### src/rtl/uart_pkg.sv
`default_nettype none
// ============================================================================
// Module      : uart_pkg
// Description : Shared types and constants for the oversampled UART word
//               receiver (byte FSM state encoding, data bits per character).
// Revision    : 1.0 - initial release
// ============================================================================
package uart_pkg;

  localparam int DATA_BITS = 8;

  typedef enum logic [2:0] {
    IDLE  = 3'd0,
    START = 3'd1,
    DATA  = 3'd2,
    STOP  = 3'd3,
    BREAK = 3'd4
  } rx_state_t;

endpackage : uart_pkg
`default_nettype wire

### src/rtl/uart_rx_byte.sv
`default_nettype none
// ============================================================================
// Module      : uart_rx_byte
// Description : 2-flop rx synchronizer plus 8N1 byte FSM. All timing is
//               counted in sample_tick pulses; one FSM transition per tick.
// Ports       : clk, reset (async, active low), sample_tick (oversample
//               enable), rx (raw serial line) -> byte_data[7:0], byte_done
//               (1-cycle pulse, byte_data valid), frame_err (1-cycle pulse),
//               fsm_idle (FSM in IDLE), start_det (combinational, start edge
//               accepted this cycle).
// Revision    : 1.0 - initial release
// ============================================================================
module uart_rx_byte
  import uart_pkg::*;
#(
  parameter int OVERSAMPLE = 16
) (
  input  logic                 clk,
  input  logic                 reset,
  input  logic                 sample_tick,
  input  logic                 rx,
  output logic [DATA_BITS-1:0] byte_data,
  output logic                 byte_done,
  output logic                 frame_err,
  output logic                 fsm_idle,
  output logic                 start_det
);

  localparam int              TW      = $clog2(OVERSAMPLE);
  localparam logic [TW-1:0]   HALF_M1 = TW'(OVERSAMPLE / 2 - 1);
  localparam logic [TW-1:0]   FULL_M1 = TW'(OVERSAMPLE - 1);
  localparam logic [2:0]      LAST_BIT = 3'(DATA_BITS - 1);

  logic                 sync1_q;
  logic                 rx_s_q;
  rx_state_t            state_q, state_d;
  logic [TW-1:0]        tick_cnt_q, tick_cnt_d;
  logic [2:0]           bit_cnt_q, bit_cnt_d;
  logic [DATA_BITS-1:0] shift_q, shift_d;
  logic                 byte_done_q, byte_done_d;
  logic                 frame_err_q, frame_err_d;

  always_ff @(posedge clk or negedge reset) begin
    if (!reset) begin
      sync1_q     <= 1'b1;
      rx_s_q      <= 1'b1;
      state_q     <= IDLE;
      tick_cnt_q  <= '0;
      bit_cnt_q   <= '0;
      shift_q     <= '0;
      byte_done_q <= 1'b0;
      frame_err_q <= 1'b0;
    end else begin
      sync1_q     <= rx;
      rx_s_q      <= sync1_q;
      state_q     <= state_d;
      tick_cnt_q  <= tick_cnt_d;
      bit_cnt_q   <= bit_cnt_d;
      shift_q     <= shift_d;
      byte_done_q <= byte_done_d;
      frame_err_q <= frame_err_d;
    end
  end

  always_comb begin
    state_d     = state_q;
    tick_cnt_d  = tick_cnt_q;
    bit_cnt_d   = bit_cnt_q;
    shift_d     = shift_q;
    byte_done_d = 1'b0;
    frame_err_d = 1'b0;
    start_det   = 1'b0;
    if (sample_tick) begin
      case (state_q)
        IDLE: begin
          if (!rx_s_q) begin
            state_d    = START;
            tick_cnt_d = '0;
            start_det  = 1'b1;
          end
        end
        START: begin
          // Re-check at mid start bit; a high line here was only a glitch.
          if (tick_cnt_q == HALF_M1) begin
            if (rx_s_q) begin
              state_d = IDLE;
            end else begin
              state_d    = DATA;
              tick_cnt_d = '0;
              bit_cnt_d  = '0;
            end
          end else begin
            tick_cnt_d = tick_cnt_q + 1'b1;
          end
        end
        DATA: begin
          if (tick_cnt_q == FULL_M1) begin
            tick_cnt_d = '0;
            shift_d    = {rx_s_q, shift_q[DATA_BITS-1:1]};
            if (bit_cnt_q == LAST_BIT) begin
              state_d   = STOP;
              bit_cnt_d = '0;
            end else begin
              bit_cnt_d = bit_cnt_q + 1'b1;
            end
          end else begin
            tick_cnt_d = tick_cnt_q + 1'b1;
          end
        end
        STOP: begin
          if (tick_cnt_q == FULL_M1) begin
            tick_cnt_d = '0;
            if (rx_s_q) begin
              byte_done_d = 1'b1;
              state_d     = IDLE;
            end else begin
              frame_err_d = 1'b1;
              state_d     = BREAK;
            end
          end else begin
            tick_cnt_d = tick_cnt_q + 1'b1;
          end
        end
        BREAK: begin
          // Hold off new start detection until the line returns high.
          if (rx_s_q) begin
            state_d = IDLE;
          end
        end
        default: state_d = IDLE;
      endcase
    end
  end

  assign byte_data = shift_q;
  assign byte_done = byte_done_q;
  assign frame_err = frame_err_q;
  assign fsm_idle  = (state_q == IDLE);

endmodule : uart_rx_byte
`default_nettype wire

### src/rtl/uart_word_rx.sv
`default_nettype none
// ============================================================================
// Module      : uart_word_rx
// Description : Oversampled 8N1 UART receiver that packs BYTES consecutive
//               bytes (first byte in bits [7:0]) into a 32-bit word, offered
//               on a valid/ready interface. Reports framing errors, inter-byte
//               timeouts and word overruns as 1-cycle pulses.
// Ports       : clk, reset (async, active low), sample_tick, rx,
//               word_data[31:0], word_valid, word_ready,
//               frame_err, timeout, overrun (pulses).
// Revision    : 1.0 - initial release
// ============================================================================
module uart_word_rx
  import uart_pkg::*;
#(
  parameter int OVERSAMPLE    = 16,
  parameter int BYTES         = 4,
  parameter int TIMEOUT_BAUDS = 20
) (
  input  logic        clk,
  input  logic        reset,
  input  logic        sample_tick,
  input  logic        rx,
  output logic [31:0] word_data,
  output logic        word_valid,
  input  logic        word_ready,
  output logic        frame_err,
  output logic        timeout,
  output logic        overrun
);

  localparam int               IDXW     = $clog2(BYTES + 1);
  localparam int               TO_LIMIT = TIMEOUT_BAUDS * OVERSAMPLE;
  localparam int               TOW      = $clog2(TO_LIMIT + 1);
  localparam logic [IDXW-1:0]  LAST_IDX = IDXW'(BYTES - 1);
  localparam logic [TOW-1:0]   TO_LAST  = TOW'(TO_LIMIT - 1);

  logic [DATA_BITS-1:0] byte_data;
  logic                 byte_done;
  logic                 byte_frame_err;
  logic                 fsm_idle;
  logic                 start_det;

  uart_rx_byte #(
    .OVERSAMPLE (OVERSAMPLE)
  ) u_rx_byte (
    .clk         (clk),
    .reset       (reset),
    .sample_tick (sample_tick),
    .rx          (rx),
    .byte_data   (byte_data),
    .byte_done   (byte_done),
    .frame_err   (byte_frame_err),
    .fsm_idle    (fsm_idle),
    .start_det   (start_det)
  );

  logic [IDXW-1:0] byte_idx_q, byte_idx_d;
  logic [31:0]     asm_q, asm_d;
  logic [31:0]     asm_next;
  logic [31:0]     word_data_q, word_data_d;
  logic            word_valid_q, word_valid_d;
  logic [TOW-1:0]  to_cnt_q, to_cnt_d;
  logic            timeout_q, timeout_d;
  logic            overrun_q, overrun_d;
  logic            accept;

  always_ff @(posedge clk or negedge reset) begin
    if (!reset) begin
      byte_idx_q   <= '0;
      asm_q        <= '0;
      word_data_q  <= '0;
      word_valid_q <= 1'b0;
      to_cnt_q     <= '0;
      timeout_q    <= 1'b0;
      overrun_q    <= 1'b0;
    end else begin
      byte_idx_q   <= byte_idx_d;
      asm_q        <= asm_d;
      word_data_q  <= word_data_d;
      word_valid_q <= word_valid_d;
      to_cnt_q     <= to_cnt_d;
      timeout_q    <= timeout_d;
      overrun_q    <= overrun_d;
    end
  end

  // Partial word with the incoming byte merged in. Starting from zero on
  // the first byte keeps unused upper bytes clear when BYTES < 4.
  always_comb begin
    asm_next = (byte_idx_q == '0) ? 32'd0 : asm_q;
    for (int i = 0; i < 4; i++) begin
      if (i < BYTES && int'(byte_idx_q) == i) begin
        asm_next[i*DATA_BITS +: DATA_BITS] = byte_data;
      end
    end
  end

  assign accept = word_valid_q && word_ready;

  always_comb begin
    byte_idx_d   = byte_idx_q;
    asm_d        = asm_q;
    word_data_d  = word_data_q;
    word_valid_d = word_valid_q;
    to_cnt_d     = to_cnt_q;
    timeout_d    = 1'b0;
    overrun_d    = 1'b0;

    if (accept) begin
      word_valid_d = 1'b0;
    end

    if (byte_frame_err) begin
      byte_idx_d = '0;
    end else if (byte_done) begin
      if (byte_idx_q == LAST_IDX) begin
        byte_idx_d = '0;
        // A slot is free if empty or being drained this very cycle.
        if (!word_valid_q || accept) begin
          word_data_d  = asm_next;
          word_valid_d = 1'b1;
        end else begin
          overrun_d = 1'b1;
        end
      end else begin
        byte_idx_d = byte_idx_q + 1'b1;
        asm_d      = asm_next;
      end
    end else if (byte_idx_q != '0 && fsm_idle && sample_tick) begin
      if (to_cnt_q == TO_LAST) begin
        timeout_d  = 1'b1;
        byte_idx_d = '0;
        to_cnt_d   = '0;
      end else begin
        to_cnt_d = to_cnt_q + 1'b1;
      end
    end

    // A new start bit always restarts the idle measurement.
    if (start_det) begin
      to_cnt_d = '0;
    end
  end

  assign word_data  = word_data_q;
  assign word_valid = word_valid_q;
  assign frame_err  = byte_frame_err;
  assign timeout    = timeout_q;
  assign overrun    = overrun_q;

endmodule : uart_word_rx
`default_nettype wire

### config.mk
export PLATFORM = sky130hd
export DESIGN_NAME = uart_word_rx
export DESIGN_NICKNAME = d
export VERILOG_FILES = /design/src/rtl/uart_pkg.sv /design/src/rtl/uart_rx_byte.sv /design/src/rtl/uart_word_rx.sv
export SDC_FILE = /design/constraint.sdc
export NUM_CORES = 1
export LEC_CHECK = 0
export CORE_MARGIN = 3
export CORE_UTILIZATION = 31
export CTS_CLUSTER_SIZE = 14
export DETAILED_ROUTE_END_ITERATION = 10
export RECOVER_POWER = 50
export SYNTH_ARGS = -nofsm -noshare
export SYNTH_HDL_FRONTEND = slang
export SYNTH_SLANG_ARGS = --single-unit
### constraint.sdc
create_clock -name clk -period 1.9 [get_ports clk]
set_input_delay 0.38 -clock clk [delete_from_list [all_inputs] [get_ports clk]]
set_output_delay 0.38 -clock clk [all_outputs]
set_load 0.01 [all_outputs]
After elaboration in Yosys (flattened, before gate mapping)
Index checks and enable logic that the tools add are counted.
Widths: inputs -> output; s select.
{"block": "op_classes", "add_sub_neg": 4, "n_eq_ne": 21, "n_mux": 56, "bitwise_logic": 2, "n_reduce_logical": 23}
{"operator": "$mux 3", "count": 16}
{"operator": "$mux 9", "count": 5}
{"operator": "$mux 32", "count": 1}
{"operator": "$mux 8", "count": 4}
{"operator": "$mux 1", "count": 23}
{"operator": "$pmux 3 s5", "count": 1}
{"operator": "$eq 3x2->1 const B", "count": 4}
{"operator": "$eq 3x3->1 const B", "count": 4}
{"operator": "$mux 4", "count": 3}
{"operator": "$pmux 4 s3", "count": 1}
{"operator": "$reduce_bool 3->1", "count": 4}
{"operator": "$ne 2x1->1 const B", "count": 5}
{"operator": "$add 9x1->9 const B", "count": 1}
{"operator": "$eq 9x9->1 const B", "count": 1}
{"operator": "$logic_not 3->1", "count": 3}
{"operator": "$reduce_and 3->1", "count": 3}
{"operator": "$ne 2x2->1 const B", "count": 4}
{"operator": "$reduce_and 7->1", "count": 1}
{"operator": "$add 3x1->3 const B", "count": 2}
{"operator": "$pmux 3 s2", "count": 1}
{"operator": "$reduce_and 5->1", "count": 1}
{"operator": "$add 4x1->4 const B", "count": 1}
{"operator": "$eq 4x3->1 const B", "count": 1}
{"operator": "$eq 4x4->1 const B", "count": 1}
{"operator": "10 further kinds", "count": 15}
{"block": "totals", "reg_bits": 101, "output_inout_bits": 36, "elab_cells": 121}

Longest topological paths before layout
{"block": "logic_depth", "word_depth": 7, "depth_mapped": 7, "depth_no_buf": 6}

Cells and area by module
Synthesis repeated with hierarchy kept, for this count alone.
{"block": "hier_totals", "hier_cells": 359, "area_unflattened_um2": 4204.0}
{"module": "uart_word_rx", "instances": 1, "cells_per_inst": 265, "area_per_inst_um2": 3146.8, "seq_area_each_um2": 1776.7}
{"module": "uart_rx_byte", "instances": 1, "cells_per_inst": 94, "area_per_inst_um2": 1057.3, "seq_area_each_um2": 553.0}

Worst setup path after synthesis
No wires, ideal clock.
{"block": "synth_timing", "path_type": "reg2reg", "from": "reg byte_idx_q[0]", "to": "reg byte_idx_q[0]", "setup_ps": 125, "arrival_time_ps": 1680, "setup_slack_ps": 96, "stages_incl_launch_ff": 7, "path_buffers": 1, "synth_period_minus_slack_ps": 1804, "path_cell_list": "dfrtp_1 > inv_1 > ha_1 > nor2b_1 > buf_2 > o41a_1 > mux2_2"}
{"block": "synth_between", "elab_chain_len": 5, "elab_cells_between_ends": 10, "cone_classes": "add/sub: 1; eq/ne: 1; mux: 3; reduce/logical: 5"}
{"item": "from (decl)", "line_no": "uart_word_rx.sv:58", "source": "logic [IDXW-1:0] byte_idx_q, byte_idx_d;"}
{"item": "from (signal assigned)", "line_no": "uart_word_rx.sv:78", "source": "byte_idx_q <= byte_idx_d;"}
{"item": "branches (longest 5 deep; another with $add 3x1->3)"}
Parallel ways; which one is timed is not known.
A chain may end at the register's enable or synchronous reset.

Worst setup path in the final report
{"block": "layout_timing", "from": "reg byte_idx_q[0]", "to": "reg asm_q[2]"}
{"block": "layout_between", "elab_chain_len": 3, "elab_cells_between_ends": 7, "cone_classes": "eq/ne: 1; mux: 2; bitwise: 1; reduce/logical: 3"}
{"item": "$eq 3x2->1 or $logic_not 3->1 (tied branches)", "line_no": "uart_word_rx.sv:117, uart_word_rx.sv:91"}
{"item": "$not 1->1 (no line) or $mux 32 (tied branches)"}
{"item": "$reduce_and 3->1 (no line) or $mux 8 (tied branches)"}
{"item": "to (signal assigned)", "line_no": "uart_word_rx.sv:79", "source": "asm_q <= asm_d;"}
{"item": "to (decl)", "line_no": "uart_word_rx.sv:59", "source": "logic [31:0] asm_q, asm_d;"}
Parallel ways exist; a longest one is shown, timed or not.

==> run_results.csv <==
group,metric,value,unit
clock_network,clock_latency,0.35,ns
clock_network,cts.htree.levels,3,
run_status,outcome,"completed",
power,p_per_area,866,mW/mm^2
floorplan,io_pins,41,
floorplan,core,0.0129,mm^2
placement,hpwl,5.97,mm
global_routing,antenna_found_initial,0,
setup_path,crit_path_start_kind,"flop",
timing,fmax,0.565,GHz
global_routing,grt_pass1_wl,15.2,mm
yosys,synthTopCellsByArea,"dfrtp_1, mux2_2, a22o_1",
yosys,synth_edf_count,0,
final_layout,finish.utilization,0.401,
placement,dp_cells,575,
worst_hold_path,min_path_cells,0,
clock_network,clockBufferDepth,2,
setup_path,endpoint_kind,"flop",
yosys,netlist_area,0.00419,mm^2
drt,drt-initial-drc-count,256,
global_routing,grt_overflow_total,0,
drt,dr.pass1.iters,4,
final_layout,areaGrowthSynthToFinish,23.8,%
clock_network,cts_sinks,93,
yosys,synth_area_leader_cell,"dfrtp_1",
timing,skew,0.00429,ns
setup_path,r2r_cells,6,
setup_path,crit_fanout,8,
setup_path,r2r_start,"byte_idx_q[0]",
yosys,synth.distinct_cells,51,
power,ir_drop,0.396,mV
placement,globalplace.congestion,0.810,
power,total_power,4.49,mW
global_routing,first_global_vias,3028,
timing,setup_viol,0,
yosys,yosysMostFrequentCell,"dfrtp_1",
final_layout,n_antenna_cell,0,
yosys,ys.flop_type,"dfrtp_1",
final_layout,stdcell_count,592,
drt,drt_wl_total,8.68,mm
clock_network,cts_buffers,9,
timing,finalCriticalPeriod,1.77,ns
clock_network,cts_tree,"built",
setup_path,cp.arrival,2.00,ns
timing,fin_ws,0.130,ns
placement,io_buffers,40,
setup_path,crit_required,2.13,ns
yosys,synth-seq-area-share,0.556,
drt,detail-route-antenna-nets,0,
yosys,synth_seq_cells,93,
floorplan,start_util,0.324,
yosys,synthTopCellsByCount,"dfrtp_1, nand2_1, o21ai_0, mux2_2, a22o_1",
setup_path,reg2reg_to,"asm_q[2]",
setup_path,startpoint,"byte_idx_q[0]",
timing,rsz0062_at_grt,"false",
yosys,synth.avg_cell_area,11.3,um^2
final_layout,drive_above_1_share,0.183,
placement,place_ws,-0.300,ns
timing,worstMarginPinSlew,0.819,ns
power,p_leak,2.39,nW
worst_hold_path,hold-path-endpoint,"u_rx_byte.rx_s_q",
timing,maxSlewViolCount,0,
run,drv_cap,0,
floorplan,dieArea,0.0149,mm^2
final_layout,nets,428,
setup_path,worst-setup-path-type,"flop to flop",
drt,wl_per_cell,14.7,um
drt,drc,0,
timing,period_share,0.931,
floorplan,die_w,122,um
drt,via_per_inst,4.96,
global_routing,grt_max_degree,80,
timing,setup_tns,0,ns
timing,hold_viol,0,
yosys,yosys.area.top_type_share,0.544,
clock_network,clock-root-buffer,"clkbuf_16",
setup_path,reg2reg_slack,0.13,ns
yosys,synthCells,370,
worst_hold_path,hold_class,"flop to flop",
yosys,synthArstFlopShare,1.00,
global_routing,track_usage,0.130,
floorplan,rows,41,
drt,via_count,2939,
floorplan,fp.dieH,122,um
timing,slew_headroom,0.454,
yosys,syn-num-nets,383,
clock_network,path_clk_slew,0.07,ns
worst_hold_path,hp-start,"u_rx_byte.sync1_q",
yosys,yosysWarningCount,0,
worst max-delay path by stage:
stage          depth (start not counted)            end  slack [ns]
5_1_grt                                6       asm_q[4]        0.03
3_5_place_dp                           5    to_cnt_q[5]       -0.30
3_3_place_gp                           5    to_cnt_q[5]       -0.24
2_1_floorplan                          6  byte_idx_q[0]         0.1
4_1_cts                                6   word_data[0]        0.05
6_report                               6       asm_q[2]        0.13
metrics by stage:
stage	area (um^2)	hold slack, ns
6_report	5180	0.355
5_1_grt	5180	0.363
4_1_cts	5160	0.357
3_5_place_dp	4850	0.245
3_3_place_gp	4850	0.245
2_1_floorplan	4190	0.0844
area by class of cell:
type                    count  area, um^2
fillers                  1246        7740
flip-flops and latches     93        2330
multi-input cells         244        1740
repair buffers             62         577
clock buffers              10         229
well taps                 172         215
clock inverters             6        71.3
inverters                   5        18.8
flip-flops by register name, indices dropped and copies added (netlist names):
| name | flops |
|---|---|
| word_data | 32 |
| asm_q | 24 |
| to_cnt_q | 9 |
| u_rx_byte.byte_data | 8 |
| u_rx_byte.tick_cnt_q | 4 |
| byte_idx_q | 3 |
| u_rx_byte.bit_cnt_q | 3 |
| u_rx_byte.state_q | 3 |
| overrun | 1 |
| timeout | 1 |
| u_rx_byte.byte_done | 1 |
| u_rx_byte.frame_err | 1 |
| u_rx_byte.rx_s_q | 1 |
| u_rx_byte.sync1_q | 1 |
| word_valid | 1 |
where the power goes:
group          leakage, nW  switching, mW  internal (mW)  total (mW)
combinational        0.957          0.280          0.239       0.519
sequential            1.29          0.110           2.04        2.15
clock                0.145          0.782           1.03        1.82
total                 2.39           1.17           3.32        4.49
cell usage in the layout (no fill, tap or decap), types with 3 or more instances in the layout:
master           instances
nor2_1                  13
mux2i_1                  8
ha_1                     7
inv_1                    5
buf_4                   16
o31ai_1                  3
nand2b_1                 4
nor3_1                   6
o211ai_1                 3
dlygate4sd3_1            8
clkdlybuf4s50_1         32
mux2_2                  28
a22oi_1                 16
nand3_1                  9
nor2b_1                  6
and3_1                   5
nor4b_1                  3
dfrtp_1                 91
or3_1                    3
o21ai_0                 29
clkbuf_1                 4
a22o_1                  19
clkbuf_16                9
nand2_1                 34
nand4_1                  7
logic make-up after synthesis:
logic type | Yosys count | share of synthesized area
compound gates | 87 | 0.143
xor+xnor | 3 | 0.00628
fa+ha+maj | 8 | 0.0239
buf+inv | 33 | 0.0353
flops | 93 | 0.556
mux | 36 | 0.0944
simple gates | 110 | 0.140
routing by layer:
metal  global-route usage  vias to the layer above  share of wire
met5                    0                        -              0
met2                0.197                       67           0.47
met3               0.0249                       12          0.043
li1                     -                     1434              -
met1                0.175                     1426           0.47
met4               0.0700                        0          0.024
repair_timing:
item,CTS,global route
setup buffers,0,0
resized for setup,0,10
endpoints found under the hold margin,14,0
hold buffers,1,0
setup endpoints to repair,0,48
critical path, cell delays in order, from the launching register on:
cell and delay [ns]:
dfrtp_1 0.42, ha_1 0.24, nor3b_1 0.31, buf_4 0.19
nand2_1 0.05, buf_4 0.17, mux2_2 0.28
Power figures use the tool's default switching activity.
